==> src/rtl/dlx_main_ctrl.sv <==
// rtl/dlx_main_ctrl.sv - multi-cycle DLX main control FSM
//
// Sequences fetch/decode/execute/memory/writeback for the DLX subset
// (R-type, J, BEQZ, BNEZ, ADDI, SUBI, LW, SW) and drives the datapath enables.
// Moore outputs are registered from the next state; ir_we and pc_we carry the
// Mealy terms (FETCH completion on mem_ready, branch decision on zero).
//
// Ports:
//   clk, rst            clock (rising edge), asynchronous active-high reset
//   opcode[5:0]         IR[31:26], valid from DECODE onward
//   zero                regA == 0
//   mem_ready           memory completes the pending access this cycle
//   mem_req/mem_we/iord memory request, write, address select (0=PC, 1=ALUOut)
//   ir_we, pc_we        IR / PC load enables
//   pc_src[1:0]         00=ALU result, 01=ALUOut, 10=jump target
//   alu_srca            0=PC, 1=regA
//   alu_srcb[1:0]       00=regB, 01=4, 10=sext imm, 11=sext imm (branch)
//   ALUOp[2:0]          000=add, 001=sub, 100=R-type
//   reg_we, reg_dst, mem_to_reg  register-file write controls
//   illegal             sticky undefined opcode (or memory timeout)
//   state[3:0]          current state, debug
//
// Optional feature: define DLX_MEM_TIMEOUT_EN to bound memory waits to
// MEM_TIMEOUT cycles; expiry traps.

module dlx_main_ctrl #(
  parameter int MEM_TIMEOUT = 16
) (
  input  logic       clk,
  input  logic       rst,
  input  logic [5:0] opcode,
  input  logic       zero,
  input  logic       mem_ready,
  output logic       mem_req,
  output logic       mem_we,
  output logic       iord,
  output logic       ir_we,
  output logic       pc_we,
  output logic [1:0] pc_src,
  output logic       alu_srca,
  output logic [1:0] alu_srcb,
  output logic [2:0] ALUOp,
  output logic       reg_we,
  output logic       reg_dst,
  output logic       mem_to_reg,
  output logic       illegal,
  output logic [3:0] state
);

  typedef enum logic [3:0] {
    S_RST    = 4'd0,
    S_FETCH  = 4'd1,
    S_DECODE = 4'd2,
    S_MEMADR = 4'd3,
    S_MEMRD  = 4'd4,
    S_MEMWB  = 4'd5,
    S_MEMWR  = 4'd6,
    S_REXEC  = 4'd7,
    S_RWB    = 4'd8,
    S_IEXEC  = 4'd9,
    S_IWB    = 4'd10,
    S_BRANCH = 4'd11,
    S_JUMP   = 4'd12,
    S_TRAP   = 4'd15
  } state_t;

  localparam logic [5:0] OP_RTYPE = 6'h00;
  localparam logic [5:0] OP_J     = 6'h02;
  localparam logic [5:0] OP_BEQZ  = 6'h04;
  localparam logic [5:0] OP_BNEZ  = 6'h05;
  localparam logic [5:0] OP_ADDI  = 6'h08;
  localparam logic [5:0] OP_SUBI  = 6'h0A;
  localparam logic [5:0] OP_LW    = 6'h23;
  localparam logic [5:0] OP_SW    = 6'h2B;

  if (MEM_TIMEOUT < 1) begin : g_bad_timeout
    $error("MEM_TIMEOUT must be >= 1");
  end

  state_t state_q;
  state_t nxt;
  logic   jump_pc_we;   // registered unconditional PC load (JUMP)
  logic   mem_timeout;

`ifdef DLX_MEM_TIMEOUT_EN
  localparam int CNT_W = $clog2(MEM_TIMEOUT + 1);
  logic [CNT_W-1:0] wait_cnt;
  logic             mem_wait;

  assign mem_wait    = mem_req && !mem_ready;
  assign mem_timeout = mem_wait && (wait_cnt == CNT_W'(MEM_TIMEOUT - 1));

  // Any state change clears the counter, so every memory state starts fresh.
  always_ff @(posedge clk or posedge rst) begin
    if (rst) begin
      wait_cnt <= '0;
    end else if (nxt != state_q) begin
      wait_cnt <= '0;
    end else if (mem_wait) begin
      wait_cnt <= wait_cnt + 1'b1;
    end
  end
`else
  assign mem_timeout = 1'b0;
`endif

  // mem_ready is tested before the timeout so a completing access wins.
  always_comb begin
    nxt = S_RST;
    case (state_q)
      S_RST:    nxt = S_FETCH;
      S_FETCH:  nxt = mem_ready ? S_DECODE : (mem_timeout ? S_TRAP : S_FETCH);
      S_DECODE: begin
        case (opcode)
          OP_RTYPE:         nxt = S_REXEC;
          OP_J:             nxt = S_JUMP;
          OP_BEQZ, OP_BNEZ: nxt = S_BRANCH;
          OP_ADDI, OP_SUBI: nxt = S_IEXEC;
          OP_LW, OP_SW:     nxt = S_MEMADR;
          default:          nxt = S_TRAP;
        endcase
      end
      S_MEMADR: nxt = (opcode == OP_LW) ? S_MEMRD : S_MEMWR;
      S_MEMRD:  nxt = mem_ready ? S_MEMWB : (mem_timeout ? S_TRAP : S_MEMRD);
      S_MEMWB:  nxt = S_FETCH;
      S_MEMWR:  nxt = mem_ready ? S_FETCH : (mem_timeout ? S_TRAP : S_MEMWR);
      S_REXEC:  nxt = S_RWB;
      S_RWB:    nxt = S_FETCH;
      S_IEXEC:  nxt = S_IWB;
      S_IWB:    nxt = S_FETCH;
      S_BRANCH: nxt = S_FETCH;
      S_JUMP:   nxt = S_FETCH;
      S_TRAP:   nxt = S_TRAP;
      default:  nxt = S_RST;
    endcase
  end

  // Outputs are decoded from the next state so they line up with state_q.
  always_ff @(posedge clk or posedge rst) begin
    if (rst) begin
      state_q    <= S_RST;
      mem_req    <= 1'b0;
      mem_we     <= 1'b0;
      iord       <= 1'b0;
      jump_pc_we <= 1'b0;
      pc_src     <= 2'b00;
      alu_srca   <= 1'b0;
      alu_srcb   <= 2'b00;
      ALUOp      <= 3'b000;
      reg_we     <= 1'b0;
      reg_dst    <= 1'b0;
      mem_to_reg <= 1'b0;
      illegal    <= 1'b0;
    end else begin
      state_q    <= nxt;
      mem_req    <= 1'b0;
      mem_we     <= 1'b0;
      iord       <= 1'b0;
      jump_pc_we <= 1'b0;
      pc_src     <= 2'b00;
      alu_srca   <= 1'b0;
      alu_srcb   <= 2'b00;
      ALUOp      <= 3'b000;
      reg_we     <= 1'b0;
      reg_dst    <= 1'b0;
      mem_to_reg <= 1'b0;
      illegal    <= 1'b0;
      case (nxt)
        S_FETCH: begin
          mem_req  <= 1'b1;
          alu_srcb <= 2'b01;
        end
        S_DECODE: alu_srcb <= 2'b11;
        S_MEMADR: begin
          alu_srca <= 1'b1;
          alu_srcb <= 2'b10;
        end
        S_MEMRD: begin
          mem_req <= 1'b1;
          iord    <= 1'b1;
        end
        S_MEMWB: begin
          reg_we     <= 1'b1;
          mem_to_reg <= 1'b1;
        end
        S_MEMWR: begin
          mem_req <= 1'b1;
          mem_we  <= 1'b1;
          iord    <= 1'b1;
        end
        S_REXEC: begin
          alu_srca <= 1'b1;
          ALUOp    <= 3'b100;
        end
        S_RWB: begin
          reg_we  <= 1'b1;
          reg_dst <= 1'b1;
        end
        S_IEXEC: begin
          alu_srca <= 1'b1;
          alu_srcb <= 2'b10;
          ALUOp    <= (opcode == OP_SUBI) ? 3'b001 : 3'b000;
        end
        S_IWB:    reg_we <= 1'b1;
        S_BRANCH: pc_src <= 2'b01;
        S_JUMP: begin
          jump_pc_we <= 1'b1;
          pc_src     <= 2'b10;
        end
        S_TRAP:   illegal <= 1'b1;
        default: ;
      endcase
    end
  end

  // Mealy terms: fetch completes in the mem_ready cycle; branch decides on zero.
  assign ir_we = (state_q == S_FETCH) && mem_ready;
  assign pc_we = jump_pc_we
              || ((state_q == S_FETCH) && mem_ready)
              || ((state_q == S_BRANCH) && ((opcode == OP_BEQZ) ? zero : !zero));

  assign state = state_q;

endmodule

==> config.mk <==
export PLATFORM = sky130hd
export DESIGN_NAME = dlx_main_ctrl
export DESIGN_NICKNAME = d
export VERILOG_FILES = /design/src/rtl/dlx_main_ctrl.sv
export SDC_FILE = /design/constraint.sdc
export NUM_CORES = 1
export LEC_CHECK = 0
export ABC_CLOCK_PERIOD_IN_PS = 2150
export BUFFER_PORTS_ARGS = -buffer_cell sky130_fd_sc_hd__buf_2
export CAP_MARGIN = 25
export CORE_MARGIN = 2
export CORE_UTILIZATION = 49
export CTS_CLUSTER_SIZE = 28
export DETAILED_ROUTE_END_ITERATION = 8
export PLACE_DENSITY_LB_ADDON = 0.1
export SLEW_MARGIN = 20
export SYNTH_ARGS = -nofsm -noshare
export SYNTH_HDL_FRONTEND = slang
export SYNTH_SLANG_ARGS = --single-unit
==> constraint.sdc <==
create_clock -name clk -period 2.15 [get_ports clk]
set_input_delay 0.43 -clock clk [delete_from_list [all_inputs] [get_ports clk]]
set_output_delay 0.43 -clock clk [all_outputs]
set_load 0.02 [all_outputs]
Word level (Yosys, flattened, before mapping)

Cells that the tools add are included.

Muxes and demuxes: 20
Eq/ne operators: 33
Reductions and logical operators: 16

Operators with widths:

| cell                 | number |
|---|---|
| $eq A4 B4 Y1 const B | 12 |
| $pmux W4 S9          | 1 |
| $eq A4 B3 Y1 const B | 8 |
| $pmux W4 S5          | 1 |
| $eq A4 B2 Y1 const B | 4 |
| $eq A6 B3 Y1 const B | 2 |
| $eq A6 B4 Y1 const B | 2 |
| $eq A6 B6 Y1 const B | 2 |
| $mux W1              | 12 |
| $reduce_or A2 Y1     | 5 |
| $reduce_or A3 Y1     | 3 |
| $eq A4 B1 Y1 const B | 2 |
| $eq A6 B2 Y1 const B | 1 |
| $logic_not A6 Y1     | 1 |
| $pmux W2 S3          | 1 |
| $pmux W3 S2          | 1 |
| $reduce_or A6 Y1     | 1 |
| $logic_not A4 Y1     | 1 |
| $mux W2              | 2 |
| $pmux W2 S2          | 1 |
| $mux W3              | 1 |
| $logic_and A1 B1 Y1  | 2 |
| $logic_or A1 B1 Y1   | 2 |
| $logic_not A1 Y1     | 1 |

Output and inout port bits: 21
Logic and storage cells: 82
Register bits after elaboration: 20

Logic depth before layout (Yosys ltp)

Depth after elaboration: 7
Mapped depth: 7
Depth with buffers taken out: 6

Least setup slack after synthesis

OpenSTA, ideal clock, no wires.

Path type: register to output
From: register state_q[2] (netlist: state[2])
To: output pc_we
Arrival time: 1.678 ns
Required time: 1.720 ns
Path slack: 0.042 ns
Stages on the path, launching flop included: 5
Path through: dfrtp_1 -> buf_2 -> nand2b_1 -> nor3_1 -> a311o_1

Cells in the longest elaborated chain, start to end: 4
Elaborated cells between the ends (all ways): 6

RTL lines:

| element                  | line | source |
|---|---|---|
| start: declaration       | 80   | `state_t state_q;` |
| start signal: assignment | 155  | `state_q <= nxt;` |
| $eq A4 B1 Y1             | --   |  |
| $logic_and A1 B1 Y1      | --   |  |
| net ir_we                | 37   | `output logic ir_we,` |
| $logic_or A1 B1 Y1       | 219  | `\|\| ((state_q == S_FETCH) && mem_ready)` |
| $logic_or A1 B1 Y1       | 220  | `\|\| ((state_q == S_BRANCH) && ((opcode == OP_BEQZ) ? zero : !zero));` |
| end: declaration         | 38   | `output logic pc_we,` |

The timed path passes the listed nets, and every way through them passes these cells.

Final worst setup path

From: register state_q[2] (netlist: state[2])
To: output pc_we

Cells in the longest elaborated chain, start to end: 4
Elaborated cells between the ends (all ways): 6

RTL lines:

| element              | line |
|---|---|
| $eq A4 B1 Y1         | 219 |
| $logic_and A1 B1 Y1  | 219 |
| $logic_or A1 B1 Y1   | 219 |
| $logic_or A1 B1 Y1 * | 220 |

Mark *: on every way between the ends. The rest lies on a longest branch, timed or not.

==> qor.json <==
{
  "layout_commonest_cell": "buf_2",
  "yosys.area_share.xor_xnor_pct": 1.75,
  "layout.cells.most_common_list": "buf_2 (29), dfrtp_1 (18), nor2_1 (11)",
  "grt_setup_unrepaired": "false",
  "clock.fmax_ghz": 0.493,
  "cp_top_family": "flip-flops",
  "cts_made_buffers": 3,
  "final_layout_size_suffix_gt1_share_pct": 36.3,
  "critical_path_class": "flop to output pin",
  "antenna-diode-count": 0,
  "yosysWarningCount": 0,
  "syn-mean-instance-area_um2": 9.92,
  "clk-insertion-delay-late_ns": 0.29,
  "detail_route.first_pass.iterations": 4,
  "ir_worst_vdd_mv": 1.26,
  "floorplan.core_area_um2": 1940,
  "cts.root.buffer_cell": "clkbuf_4",
  "pin_count": 31,
  "drcViolationCount": 0,
  "cts-hold-fix-buffers": 0,
  "route.detailed.vias_per_inst": 5.28,
  "ys_ff_latch": 18,
  "total_grt_usage_pct": 19.2,
  "post_synth_instance_area_um2": 1000,
  "critical_path.max_fanout": 12,
  "final_net_count": 146,
  "hpwlAfterDp_mm": 1.62,
  "postSynthNetCount": 111,
  "data_required_time_of_the_critical_path_ns": 1.72,
  "synth_area_in_adders_pct": 0,
  "layout.core_utilization_pct": 63.8,
  "setup_viol": 0,
  "finalWeightedCongestion": 0.827,
  "synth_seq_area_share_pct": 44.9,
  "global_route.overflow_total": 0,
  "dr.first_iter.drc_count": 12,
  "hold_viol": 0,
  "final.setup_skew_ns": 0.00830,
  "synth_compound_area_share_pct": 15.5,
  "cts_resized": 0,
  "largest_reg_flops": 4,
  "netlist_instances": 101,
  "status": "finished clean",
  "cts_num_sinks": 18,
  "timing.final.ws_setup_ns": 0.122,
  "syn2layout_area_growth_pct": 23.6,
  "synth_mux_area_share_pct": 0,
  "vertical_die_dimension_um": 49.2,
  "max_cap_viol_count": 0,
  "critical_path.cell_chain": "nand2b_1 -> nor3_1 -> a311o_1 -> buf_2",
  "path_clk_slew_ns": 0.10,
  "portBuffers": 29,
  "initial_utilization_pct": 51.6,
  "die_w_um": 49.2,
  "post-cts-setup-buffers": 0,
  "antenna_found_initial": 0,
  "antenna_violating_nets_post_route": 0,
  "critical-path-slowest-cell": "dfrtp_1",
  "num_rows": 16,
  "synth.distinct_cells": 43,
  "timing.critical_path.slowest_cell_delay_ns": 0.59,
  "synth_top_family_by_area": "simple AND/OR/NAND/NOR gates",
  "grt_max_degree": 19,
  "timing.critical_path.to_type": "output pin",
  "cellPowerDensity_nw_per_um2": 1430,
  "cts_tree": "done",
  "synth_edf_count": 0,
  "die_area_um2": 2420,
  "average_detailed_routed_wire_length_per_instance_um": 13.3,
  "sequential_cell_area_um2": 450,
  "leakage_nw": 0.604,
  "async_flop_share_pct": 100,
  "multiInputGateArea_um2": 505,
  "cts_max_level": 1,
  "timing.critical_path.buf_inv": 1,
  "worst_pin_slew_ns": 0.662,
  "yosys_most_used_dff": "dfrtp_1",
  "hold_path_class": "input pin to asynchronous set/reset pin",
  "postRouteWirelength_mm": 2.16,
  "first_pass_grt_wire_length_mm": 3.57,
  "finalWorstPathRequiredPeriod_ns": 2.03,
  "timing.final.crit_share_pct": 94.3,
  "via_count_of_the_first_global_routing_pass": 778,
  "layout.filler_cells": 179,
  "synth_simple_gate_area_share_pct": 32.8,
  "num_vias": 855,
  "crit_arrival_ns": 1.60,
  "placement.setup.worst_slack_ns": -0.00509,
  "final-max-slew-violation-count": 0,
  "setup.worst_path.start_class": "flop",
  "max_slew_margin_pct": 55.8,
  "clockBufferDepth": 2
}
==> synthesized netlist by cell type (2+ instances only) <==
cell type   n  area share [%]
a21oi_1     3             1.5
and2_1      2             1.2
and3b_1     2             1.7
buf_4       2             1.5
clkbuf_1    3             1.1
dfrtp_1    18              45
inv_1       3             1.1
nand2_1     7             2.6
nand2b_1    3             1.9
nand3_1     3             1.5
nor2_1     11             4.1
nor2b_1     2             1.2
nor3_1      5             2.5
o21ai_1     3             1.5
or3_1       3             1.9
or3b_1      2             1.7
or4_1       2             1.5
or4b_1      2             2.0
==> per-stage QoR <==
step                      power (mW)  hold slack, ns  area (µm²)  setup TNS, ns  cells
after floorplan                 1.23           0.369        1000              0    101
after detailed placement        1.57           0.564        1200       -0.00509    158
final                           1.78           0.212        1240              0    162
after global placement          1.55           0.538        1200              0    158
after global routing            1.90           0.271        1240              0    162
after CTS                       1.79           0.241        1240              0    162
==> kinds of logic after synthesis <==
group	count (synthesis)
AOI/OAI and AO/OA	18
xor gates and xnor gates	2
buffers and inverters	10
DFF	18
other	1
and+or+nand+nor	52
==> path summary, 6_finish.rpt <==
check,start,slack (ns),to,cells after the start
hold / removal,rst,0.21,state[3],2
setup reg to reg,state[3],0.21,ALUOp[0],6
min in group clk,opcode[2],0.38,ALUOp[0],2
setup / recovery,state[2],0.12,pc_we,4
max in group asynchronous,rst,1.51,alu_srcb[1],2
hold reg to reg,state[1],0.72,reg_we,1
==> power breakdown <==
group | leakage, nW | internal, mW | total (mW) | switching (mW)
Combinational | 0.344 | 0.428 | 1.02 | 0.595
Clock | 0.0210 | 0.103 | 0.203 | 0.0999
Sequential | 0.239 | 0.444 | 0.550 | 0.106
==> metal layers <==
layer  track usage, %  up-vias  wire length [µm]
met5                0        -                 0
li1                 -      433                 -
met2             32.7       27              1060
met3             5.21        0               120
met4             1.43        0                 0
met1             25.4      395               975
==> layout make-up <==
| cell class | instances | area share, % |
|---|---|---|
| Multi-Input combinational cell | 73 | 40.8 |
| Timing Repair Buffer | 36 | 16.0 |
| Tap cell | 27 | 2.73 |
| Clock buffer | 4 | 2.93 |
| Inverter | 4 | 1.21 |
| Sequential cell | 18 | 36.4 |
No activity file was read; power rests on OpenSTA's default activity.
